`config.mk`:
```
export PLATFORM = sky130hd
export DESIGN_NAME = la_progress_counter
export DESIGN_NICKNAME = d
export VERILOG_FILES = /design/src/rtl/la_progress_counter_pkg.sv /design/src/rtl/la_tick_gen.sv /design/src/rtl/la_progress_counter.sv
export SDC_FILE = /design/constraint.sdc
export NUM_CORES = 1
export LEC_CHECK = 0
export BUFFER_PORTS_ARGS = -buffer_cell sky130_fd_sc_hd__clkbuf_2
export CAP_MARGIN = 30
export CORE_AREA = 4 4 176 178
export DETAILED_ROUTE_END_ITERATION = 8
export DIE_AREA = 0 0 180 182
export GPL_ROUTABILITY_DRIVEN = 0
export RECOVER_POWER = 100
export SYNTH_ARGS = -nofsm -noshare
export SYNTH_HDL_FRONTEND = slang
export SYNTH_SLANG_ARGS = --single-unit
```
`constraint.sdc`:
```
create_clock -name wb_clk_i -period 3.1 [get_ports wb_clk_i]
set_clock_uncertainty 0.1 [all_clocks]
set_input_delay 0.31 -clock wb_clk_i [delete_from_list [all_inputs] [get_ports wb_clk_i]]
set_output_delay 0.31 -clock wb_clk_i [all_outputs]
set_load 0.03 [all_outputs]
```
`src/rtl/la_progress_counter_pkg.sv`:
```
// Shared encodings and LA mailbox bit positions for the progress counter.
package la_progress_pkg;

    typedef enum logic [1:0] {
        OP_CLEAR = 2'd0,
        OP_LOAD  = 2'd1,
        OP_INC   = 2'd2,
        OP_ADD   = 2'd3
    } op_e;

    typedef enum logic [1:0] {
        ST_IDLE = 2'd0,
        ST_RUN  = 2'd1,
        ST_DONE = 2'd2
    } state_e;

    localparam int REQ_BIT       = 32;
    localparam int OP_LSB        = 33;
    localparam int RUN_BIT       = 35;
    localparam int PRE_LSB       = 36;
    localparam int TERM_LSB      = 52;
    localparam int ACK_BIT       = 32;
    localparam int DONE_BIT      = 33;
    localparam int RUNNING_BIT   = 34;
    localparam int STATE_LSB     = 35;
    localparam int PRE_FIELD_W   = 16;
    localparam int TERM_FIELD_W  = 6;
    localparam int IO_STEP_LSB   = 20;
    localparam int IO_STATUS_LSB = 16;

    // Pads 31:16 are driven outputs, everything else stays an input.
    localparam logic [37:0] IO_OEB_VAL = 38'h3F_0000_FFFF;

endpackage

```
`src/rtl/la_tick_gen.sv`:
```
// Reloadable down-counter prescaler: with reload value P it ticks once every P+1 enabled cycles.
module la_tick_gen #(
    parameter int PRE_W = 16
) (
    input  logic             clk,
    input  logic             rst,
    input  logic             enable,
    input  logic             reload,
    input  logic [PRE_W-1:0] value,
    output logic             tick
);

    logic [PRE_W-1:0] count;

    assign tick = enable && !reload && (count == '0);

    always_ff @(posedge clk) begin
        if (rst) begin
            count <= '0;
        end else if (reload || tick) begin
            count <= value;
        end else if (enable) begin
            count <= count - PRE_W'(1);
        end
    end

endmodule

```
`src/rtl/la_progress_counter.sv`:
```
// LA-commanded milestone counter: firmware loads/steps/free-runs cnt and the step field is shown on io_out[25:20].
module la_progress_counter
    import la_progress_pkg::*;
#(
    parameter int CNT_W  = 32,
    parameter int STEP_W = 6,
    parameter int PRE_W  = 16
) (
    input  logic         wb_clk_i,
    input  logic         wb_rst_i,
    input  logic [127:0] la_data_in,
    input  logic [127:0] la_oenb,
    output logic [127:0] la_data_out,
    output logic [37:0]  io_out,
    output logic [37:0]  io_oeb,
    output logic [2:0]   irq
);

    logic [127:0]     eff;
    logic             req;
    logic             run_en;
    logic             cmd;
    op_e              op;
    logic [CNT_W-1:0] operand;
    logic [PRE_W-1:0] pre_val;
    logic [STEP_W-1:0] term;

    state_e           state;
    state_e           state_nxt;
    logic [CNT_W-1:0] cnt;
    logic [CNT_W-1:0] cnt_nxt;
    logic [CNT_W-1:0] cnt_inc;
    logic             req_q;
    logic             ack;
    logic             irq_q;
    logic             tick_en;
    logic             tick;
    logic             done;
    logic             running;
    logic             unused_eff;

    assign eff        = la_data_in & ~la_oenb;
    assign req        = eff[REQ_BIT];
    assign run_en     = eff[RUN_BIT];
    assign op         = op_e'(eff[OP_LSB +: 2]);
    assign operand    = CNT_W'(eff[31:0]);
    assign pre_val    = PRE_W'(eff[PRE_LSB +: PRE_FIELD_W]);
    assign term       = STEP_W'(eff[TERM_LSB +: TERM_FIELD_W]);
    assign unused_eff = ^eff[127:58];

    assign cmd     = (req != req_q);
    assign cnt_inc = cnt + CNT_W'(1);

    // A command in the same cycle suppresses the tick and reloads the prescaler.
    assign tick_en = (state == ST_RUN) && run_en && !cmd;

    la_tick_gen #(.PRE_W(PRE_W)) u_tick_gen (
        .clk    (wb_clk_i),
        .rst    (wb_rst_i),
        .enable (tick_en),
        .reload (!tick_en),
        .value  (pre_val),
        .tick   (tick)
    );

    always_ff @(posedge wb_clk_i) begin
        if (wb_rst_i) begin
            state <= ST_IDLE;
        end else begin
            state <= state_nxt;
        end
    end

    always_comb begin
        state_nxt = state;
        if (cmd) begin
            state_nxt = run_en ? ST_RUN : ST_IDLE;
        end else begin
            case (state)
                ST_IDLE: if (run_en) state_nxt = ST_RUN;
                ST_RUN: begin
                    if (!run_en) begin
                        state_nxt = ST_IDLE;
                    end else if (tick && (cnt_inc[STEP_W-1:0] == term)) begin
                        state_nxt = ST_DONE;
                    end
                end
                ST_DONE: if (!run_en) state_nxt = ST_IDLE;
                default: state_nxt = ST_IDLE;
            endcase
        end
    end

    always_comb begin
        done    = (state == ST_DONE);
        running = (state == ST_RUN);
    end

    always_comb begin
        cnt_nxt = cnt;
        if (cmd) begin
            case (op)
                OP_CLEAR: cnt_nxt = '0;
                OP_LOAD:  cnt_nxt = operand;
                OP_INC:   cnt_nxt = cnt_inc;
                OP_ADD:   cnt_nxt = cnt + operand;
            endcase
        end else if (tick) begin
            cnt_nxt = cnt_inc;
        end
    end

    always_ff @(posedge wb_clk_i) begin
        if (wb_rst_i) begin
            cnt   <= '0;
            req_q <= 1'b0;
            ack   <= 1'b0;
            irq_q <= 1'b0;
        end else begin
            cnt   <= cnt_nxt;
            req_q <= req;
            ack   <= ack ^ cmd;
            irq_q <= (state == ST_RUN) && (state_nxt == ST_DONE);
        end
    end

    always_comb begin
        la_data_out                        = '0;
        la_data_out[CNT_W-1:0]             = cnt;
        la_data_out[ACK_BIT]               = ack;
        la_data_out[DONE_BIT]              = done;
        la_data_out[RUNNING_BIT]           = running;
        la_data_out[STATE_LSB +: 2]        = state;
        io_out                             = '0;
        io_out[IO_STEP_LSB +: STEP_W]      = cnt[STEP_W-1:0];
        io_out[IO_STATUS_LSB +: 4]         = {done, running, state};
        io_oeb                             = IO_OEB_VAL;
        irq                                = {2'b00, irq_q};
    end

endmodule

```
==> impl_metrics.tcl, run 1 <==
set metrics [dict create \
    clock_sinks 53 \
    grt_pass1_vias 6705 \
    critical_path.reg2reg.endpoint "cnt[26]" \
    internal_power_mw 1.38 \
    worstSetupEndpointType "flop" \
    ctsRootBufferMaster "clkbuf_16" \
    worst-r2r-cell-count 11 \
    crit_path_max_fanout 4 \
    layout.core_utilization 0.280 \
    area_growth_syn_to_layout_pct 15.9 \
    hold_viol_final 0 \
    layout.cells.most_common "conb_1" \
    max_cap_viols 0 \
    yosys.area.top_type "buf_4" \
    die-width_um 180 \
    die_area_mm2 0.0328 \
    port_buffers 165 \
    p_seq_frac 0.302 \
    ir_worst_vdd_mv 0.209 \
    ys_types 81 \
    initial_utilization 0.241 \
    worstSetupStartpointType "flop" \
    finalNetCount 1469 \
    timing.final.max_slew_violations 0 \
    synth-edff-count 0 \
    hpwl_after_dpl_um 19400 \
    critical_path_cell_count 11 \
    via_count 7094 \
    r2r-start "cnt[0]" \
    worstSkewPairLatency_ps 320 \
    min_period_over_period 0.954 \
    mostFrequentLayoutCells "159 x conb_1, 118 x clkbuf_2, 84 x a21oi_1" \
    worstPathArrival_ps 3040 \
    routed_via_density 4.53 \
    cell_family_with_the_largest_share_of_critical_path_delay "compound AO/OA/AOI/OAI gates" \
    net-switching-power_mw 1.14 \
    post_synth_arst_share 0 \
    comb_power_share 0.444 \
    clk_pin_slew_ps 90 \
    syn-mean-instance-area_um2 7.27 \
    grt_antenna_before_repair 2 \
    finalHoldWorstSlack_ps 137 \
    post_route_cells_drive_above_1_share 0.193 \
    powerDensity_mw_per_mm2 306 \
    status "completed" \
    grt_start_max_net_pins 30 \
    synth_area_mm2 0.00710 \
    min_period_ps 2960 \
    fill_cells 3298 \
    seq_area_frac_synth 0.149 \
    cts_buffers 5 \
    worst_slew_pin_slew_ps 798 \
    ant_nets 0 \
    regToRegSetupSlack_ps 140 \
    final-seq-area_mm2 0.00106 \
    place_inst 1559 \
    drt-total-wl_um 23900 \
    yosys_warnings 0 \
    multi_input_area_mm2 0.00508 \
    grt_first_pass_wirelength_um 36600 \
    finalNonFillerCells 1567 \
    h-tree-depth 2 \
    maxSlewHeadroom 0.468 \
    antenna_cells_inserted 0 \
    netSwitchingFraction 0.453 \
    die_y_um 182 \
    critical_path_cell_with_the_highest_stage_delay "a311oi_1" \
    global_route.overflow_total 0 \
    synthCells 976 \
    clock_tree.buffer_depth 2 \
    rsz0062_at_grt "yes" \
    drc 0 \
    post-cts-setup-buffer-count 0 \
    critPathBufInv 1 \
    io_pins 465 \
    synth.area.top_cells "buf_4 18%, dfxtp_1 15%, ha_1 6.0%" \
    number_of_iterations_in_the_first_detailed_routing_pass 5 \
    max_freq_ghz 0.338 \
    synth_top_area_share 0.183 \
    critPathKind "flop to flop" \
    slowest_delay_ps 430 \
    core_mm2 0.0294 \
    critical_path.cell_chain "ha_1 > inv_1 > fa_1 > nand2b_1 > a21oi_1 > o31a_1 > o21ai_1 > a31oi_1 > a311oi_1 > mux2i_1 > o31ai_1" \
    total_leakage_power_nw 3.68 \
    routedWlPerCell_um 15.3 \
    synth_flop_cell "dfxtp_1" \
    startpoint "cnt[0]" \
    crit_path_end "cnt[26]" \
    worst-endpoint-required_ps 3180 \
    setup_viol 0 \
    globalRouteTotalUtil 0.138 \
    hold_buffers 0 \
    layout.cell_area.non_filler_mm2 0.00823 \
    detail_route.iter0.violations 352 \
    synth-seq-cells 53 \
    core.rowCount 63 \
    post_dp_cell_area_mm2 0.00815 \
    hold_path_class "input port to flop" \
    share_clk_of_total_power 0.255 \
    cts_tree "yes" \
]
-- routing by layer --
layer  wire [µm]  track usage
met1       10400        0.181
met2       11500        0.238
met3        1480       0.0214
met4         480       0.0347
met5          27            0
-- sequential cells by signal, summed over array words and instances, names as in the netlist --
register / count
ack: 1
state: 2
cnt: 32
u_tick_gen.count: 16
req_q: 1
irq_q: 1
-- worst min path at each step --
stage | from | end | slack [ps] | cells past startpoint
3_5_place_dp | ack | ack | 410 | 2
3_3_place_gp | ack | ack | 410 | 2
2_1_floorplan | wb_rst_i | irq_q | 290 | 1
6_report | la_data_in[41] | u_tick_gen.count[5] | 140 | 3
4_1_cts | la_data_in[41] | u_tick_gen.count[5] | 130 | 3
5_1_grt | la_data_in[38] | u_tick_gen.count[2] | 140 | 3
-- repair_timing --
item	CTS	global route
endpoints found under the setup margin	0	10
endpoints found under the hold margin	0	0
gates resized for setup	0	5
-- synth_stat cells, types with 8 or more instances --
cell type  count
nand3b_1      16
nor3_1        24
xnor2_1       36
nand4_1       12
a221oi_1      10
a211oi_1      15
nor2_1        72
and3_1         8
nand2b_1      11
a21o_1        12
nand2_1       81
nor2b_1       39
a21oi_1       84
dfxtp_1       53
xor2_1        36
nand3_1       30
a31oi_1       13
buf_4        173
inv_1         25
o21ai_0       46
clkbuf_1      27
ha_1          34
-- through the flow --
stage,setup TNS (ps),total power [mW],setup WS (ps)
after CTS,0,2.55,27.9
after global placement,-1020,1.89,-187
after floorplan,0,1.74,110
final,0,2.52,144
after global routing,-15.1,2.67,-15.1
after detailed placement,-1470,1.90,-222
-- area by class of cell --
class / instances / area share
multi-input combinational: 848 / 0.618
timing repair buffer: 243 / 0.163
sequential: 53 / 0.129
tap: 390 / 0.0593
clock buffer: 5 / 0.0152
inverter: 25 / 0.0114
clock inverter: 3 / 0.00350
-- worst register-to-register path: stages (launching register included) --
cell and delay (ps):
dfxtp_1 320, ha_1 210, inv_1 90, fa_1 190
nand2b_1 130, a21oi_1 90, o31a_1 330, o21ai_1 350
a31oi_1 200, a311oi_1 430, mux2i_1 290, o31ai_1 100
-- power groups by stage --
| stage | clock network, mW | logic (mW) | registers, mW |
|---|---|---|---|
| floorplan | 0 | 0.905 | 0.833 |
| global placement | 0 | 1.11 | 0.775 |
| detailed placement | 0 | 1.12 | 0.777 |
| CTS | 0.664 | 1.13 | 0.761 |
| global route | 0.683 | 1.22 | 0.767 |
| finish | 0.642 | 1.12 | 0.761 |
-- cells by family after synthesis --
logic type / share of synthesized area
other cells: 0.00106
simple gates: 0.256
xor+xnor: 0.0927
buf+inv: 0.217
compound gates: 0.217
flops: 0.149
mux: 0.00423
fa+ha+maj: 0.0627
No activity file was read; power rests on OpenSTA's default activity.
==> run 2, diff against run 1 <==
--- a/config.mk
+++ b/config.mk
@@ -6,4 +6,5 @@
 export NUM_CORES = 1
 export LEC_CHECK = 0
+export ABC_CLOCK_PERIOD_IN_PS = 3100
 export BUFFER_PORTS_ARGS = -buffer_cell sky130_fd_sc_hd__clkbuf_2
 export CAP_MARGIN = 30
--- a/constraint.sdc
+++ b/constraint.sdc
@@ -3,3 +3,3 @@
 set_input_delay 0.31 -clock wb_clk_i [delete_from_list [all_inputs] [get_ports wb_clk_i]]
 set_output_delay 0.31 -clock wb_clk_i [all_outputs]
-set_load 0.03 [all_outputs]
+set_load 0.05 [all_outputs]
==> impl_metrics.tcl, run 2 (same netlist as run 1, synthesis figures left out) <==
set metrics [dict create \
    powerDensity_mw_per_mm2 343 \
    clk_pin_slew_ps 90 \
    hold_viol_final 0 \
    largest_register_ffs 32 \
    timing.final.max_slew_violations 0 \
    io_pins 465 \
    registers_with_the_most_flip_flops "cnt: 32 flops, u_tick_gen.count: 16 flops, state: 2 flops" \
    antenna_cells_inserted 0 \
    worstPathArrival_ps 3050 \
    grt_antenna_before_repair 1 \
    worstSkewPairLatency_ps 320 \
    layout.cells.most_common "conb_1" \
    hpwl_after_dpl_um 19400 \
    ant_nets 0 \
    grt_first_pass_wirelength_um 36000 \
    globalRouteTotalUtil 0.137 \
    finalNetCount 1472 \
    max_cap_viols 0 \
    hold_path_class "input port to flop" \
    worst_slew_pin_slew_ps 1270 \
    regToRegSetupSlack_ps 170 \
    finalNonFillerCells 1570 \
    r2r-start "cnt[4]" \
    core.rowCount 63 \
    mostFrequentLayoutCells "159 x conb_1, 119 x clkbuf_2, 84 x a21oi_1" \
    final-seq-area_mm2 0.00106 \
    number_of_iterations_in_the_first_detailed_routing_pass 5 \
    worst-endpoint-required_ps 3220 \
    startpoint "cnt[4]" \
    drt-total-wl_um 24100 \
    cts_buffers 5 \
    post_route_cells_drive_above_1_share 0.191 \
    status "completed" \
    core_mm2 0.0294 \
    cts_tree "yes" \
    layout.cell_area.non_filler_mm2 0.00823 \
    rsz0062_at_grt "no" \
    ctsRootBufferMaster "clkbuf_16" \
    grt_pass1_vias 6502 \
    total_leakage_power_nw 3.69 \
    setup_viol 0 \
    crit_path_max_fanout 6 \
    crit_path_end "cnt[15]" \
    layout.core_utilization 0.280 \
    multi_input_area_mm2 0.00505 \
    worstSetupEndpointType "flop" \
    die-width_um 180 \
    post-cts-setup-buffer-count 0 \
    maxSlewHeadroom 0.155 \
    worstSetupStartpointType "flop" \
    fill_cells 3278 \
    clock_tree.buffer_depth 2 \
    via_count 7171 \
    critPathKind "flop to flop" \
    grt_start_max_net_pins 25 \
    clock_sinks 53 \
    initial_utilization 0.241 \
    min_period_ps 2930 \
    ir_worst_vdd_mv 0.206 \
    min_period_over_period 0.946 \
    critical_path.reg2reg.endpoint "cnt[15]" \
    drc 0 \
    routedWlPerCell_um 15.4 \
    detail_route.iter0.violations 458 \
    area_growth_syn_to_layout_pct 15.9 \
    post_dp_cell_area_mm2 0.00817 \
    die_area_mm2 0.0328 \
    global_route.overflow_total 0 \
    worst-r2r-cell-count 10 \
    h-tree-depth 2 \
    die_y_um 182 \
    port_buffers 165 \
    max_freq_ghz 0.341 \
    max_flop_register "cnt" \
    routed_via_density 4.57 \
    finalHoldWorstSlack_ps 137 \
    place_inst 1562 \
]
-- run 2: changes by cell type in the layout (fill, tap and decap cells not counted), sizes merged --
cell,change
buf,-2
bufinv,+1
clkbuf,+5
clkinv,-1
-- run 2: worst min path at each step --
stage,depth (start not counted),endpoint,slack (ps),from
finish,3,u_tick_gen.count[5],140,la_data_in[41]
floorplan,1,irq_q,290,wb_rst_i
global placement,2,ack,410,ack
CTS,3,u_tick_gen.count[2],130,la_data_in[38]
global route,3,u_tick_gen.count[5],150,la_data_in[41]
detailed placement,2,ack,420,ack
-- run 2: area by class of cell --
type                            instances  share of cell area
Tap cell                              390              0.0593
Multi-Input combinational cell        848               0.614
Timing Repair Buffer                  246               0.166
Clock buffer                            5              0.0152
Clock inverter                          3             0.00578
Sequential cell                        53               0.129
Inverter                               25              0.0114
-- run 2: metal layers --
| metal | share of wire | global-route usage | vias up |
|---|---|---|---|
| met4 | 0.015 | 0.0302 | 2 |
| met1 | 0.45 | 0.180 | 3321 |
| met2 | 0.47 | 0.234 | 295 |
| li1 | - | - | 3527 |
| met5 | 0.00054 | 0 | - |
| met3 | 0.065 | 0.0246 | 26 |
-- run 2: what timing repair did --
| item | 4_1_cts | 5_1_grt |
|---|---|---|
| gates resized for setup | 0 | 4 |
| hold buffers | 0 | 0 |
| setup endpoints to repair | 0 | 8 |
| endpoints found under the hold margin | 0 | 0 |
-- run 2: critical path, stage by stage (launching register included) --
cell and delay, ps:
dfxtp_1 320, ha_1 350, a2111o_1 420, a21o_1 190, a31oi_1 320, o21ai_2 180
a31oi_1 240, clkbuf_4 170, xnor2_1 140, a21oi_1 110, a211oi_1 280
-- run 2: where the power goes --
| group | total [mW] | switching, mW | internal (mW) |
|---|---|---|---|
| sequential | 0.759 | 0.0408 | 0.718 |
| clock | 0.722 | 0.332 | 0.390 |
| combinational | 1.34 | 0.993 | 0.348 |
-- run 2: stage by stage --
stage | total power, mW | TNS (ps) | setup slack (ps)
after floorplan | 1.96 | 0 | 82.0
after global placement | 2.11 | -1090 | -214
after detailed placement | 2.12 | -1250 | -181
after CTS | 2.85 | 0 | 79.1
after global routing | 2.96 | 0 | 4.45
final | 2.82 | 0 | 169
==> run 3, diff against run 2 <==
RECOVER_POWER = 25   (was 100)
TNS_END_PERCENT = 30   (was unset)
==> impl_metrics.tcl, run 3 (same netlist as run 1, synthesis figures left out) <==
set metrics [dict create \
    status "completed" \
    cts_tree "yes" \
    h-tree-depth 2 \
    worst-endpoint-required_ps 3250 \
    drc 0 \
    hold_viol_final 0 \
    post_route_cells_drive_above_1_share 0.219 \
    critPathKind "input port to flop" \
    place_inst 1562 \
    core_mm2 0.0294 \
    io_pins 465 \
    route.met2.wl_um 11500 \
    worstSetupStartpointType "input port" \
    worstSkewPairLatency_ps 320 \
    grt_pass1_vias 6502 \
    post-cts-setup-buffer-count 0 \
    share_clk_of_total_power 0.256 \
    p_seq_frac 0.268 \
    grt_antenna_before_repair 1 \
    hpwl_after_dpl_um 19400 \
    cts_buffers 5 \
    mostFrequentLayoutCells "159 x conb_1, 141 x clkbuf_2, 84 x a21oi_1" \
    grt_start_max_net_pins 25 \
    die_y_um 182 \
    slowest_delay_ps 370 \
    largest_register_ffs 32 \
    ctsRootBufferMaster "clkbuf_16" \
    min_period_ps 2900 \
    internal_power_mw 1.46 \
    min-delay-start "la_data_in[41]" \
    core.rowCount 63 \
    met3RoutedLength_um 1620 \
    ir_worst_vdd_mv 0.206 \
    number_of_iterations_in_the_first_detailed_routing_pass 5 \
    max_cap_viols 0 \
    min_period_over_period 0.935 \
    hold_path_class "input port to flop" \
    grt_first_pass_wirelength_um 36000 \
    setup_viol 0 \
    comb_power_share 0.476 \
    r2r-start "cnt[7]" \
    maxSlewHeadroom 0.164 \
    global_route.overflow_total 0 \
    routed_via_density 4.57 \
    hold_buffers 0 \
    met1Wirelength_um 10600 \
    worstPathArrival_ps 3050 \
    layout.cells.most_common "conb_1" \
    startpoint "la_data_in[0]" \
    layout.core_utilization 0.283 \
    clock_tree.buffer_depth 2 \
    net-switching-power_mw 1.37 \
    total_leakage_power_nw 3.80 \
    rsz0062_at_grt "no" \
    via_count 7175 \
    globalRouteTotalUtil 0.137 \
    finalNetCount 1472 \
    registers_with_the_most_flip_flops "cnt: 32 flops, u_tick_gen.count: 16 flops, state: 2 flops" \
    clock_sinks 53 \
    initial_utilization 0.241 \
    port_buffers 165 \
    die-width_um 180 \
    netSwitchingFraction 0.484 \
    powerDensity_mw_per_mm2 341 \
    top_layer_used "met5" \
    finalNonFillerCells 1570 \
    clk_pin_slew_ps 90 \
    drt-total-wl_um 24100 \
    timing.final.max_slew_violations 0 \
    antenna_cells_inserted 0 \
    die_area_mm2 0.0328 \
    detail_route.iter0.violations 453 \
    max_freq_ghz 0.345 \
    max_flop_register "cnt" \
    worstSetupEndpointType "flop" \
    critical_path.cell_chain "clkbuf_2 > nor2b_1 > ha_1 > inv_1 > fa_1 > nand2b_1 > a21oi_1 > o31a_1 > o21ai_1 > buf_4 > a311oi_1 > nor3_1 > nand3b_1 > a21boi_1" \
    worst_slew_pin_slew_ps 1250 \
    crit_path_max_fanout 3 \
    routedWlPerCell_um 15.3 \
    area_growth_syn_to_layout_pct 17.3 \
    critical_path_cell_with_the_highest_stage_delay "fa_1" \
    ant_nets 0 \
]
run 3: worst max-delay path: cells and delay by family:
| kind | cells | cell delay [ps] |
|---|---|---|
| compound gates | 5 | 1130 |
| fa+ha+maj | 2 | 600 |
| buf+inv | 3 | 320 |
| simple gates | 4 | 680 |
run 3: final cells by class:
type                       instances  area, µm²
sequential                        53       1060
clock buffer                       5        125
multi-input combinational        848       5110
inverter                          25       93.8
clock inverter                     3       47.5
timing repair buffer             246       1400
fill                            3249      21100
tap                              390        488
run 3: per-layer routing:
| metal | GRT usage | vias to the layer above |
|---|---|---|
| met2 | 0.234 | 306 |
| li1 | - | 3521 |
| met1 | 0.180 | 3320 |
| met4 | 0.0302 | 2 |
| met5 | 0 | - |
| met3 | 0.0246 | 26 |
run 3: repair_timing:
action,CTS,global route
endpoints found under the setup margin,0,8
hold endpoints to repair,0,0
resized for setup,0,4
run 3: power groups by stage:
stage / sequential, mW / clock, mW / combinational [mW]
detailed placement: 0.774 / 0 / 1.34
finish: 0.760 / 0.725 / 1.35
global placement: 0.774 / 0 / 1.34
global route: 0.765 / 0.761 / 1.45
floorplan: 0.872 / 0 / 1.09
CTS: 0.759 / 0.739 / 1.35
run 3: final timing paths:
| path | slack (ps) | end | cells after the start |
|---|---|---|---|
| worst max register to register | 200 | cnt[26] | 9 |
| worst max-delay path | 200 | cnt[30] | 14 |
| worst min register to register | 440 | ack | 2 |
| worst min-delay path | 140 | u_tick_gen.count[5] | 3 |
run 3: per-stage QoR:
stage               hold WS, ps  setup WS [ps]  total power [mW]  setup TNS, ps  instance area [µm²]
floorplan                   287           82.0              1.96              0                 7690
finish                      137            202              2.84              0                 8330
global placement            415           -214              2.11          -1090                 8170
CTS                         130           79.1              2.85              0                 8350
detailed placement          420           -181              2.12          -1250                 8170
global route                147          0.961              2.97              0                 8330
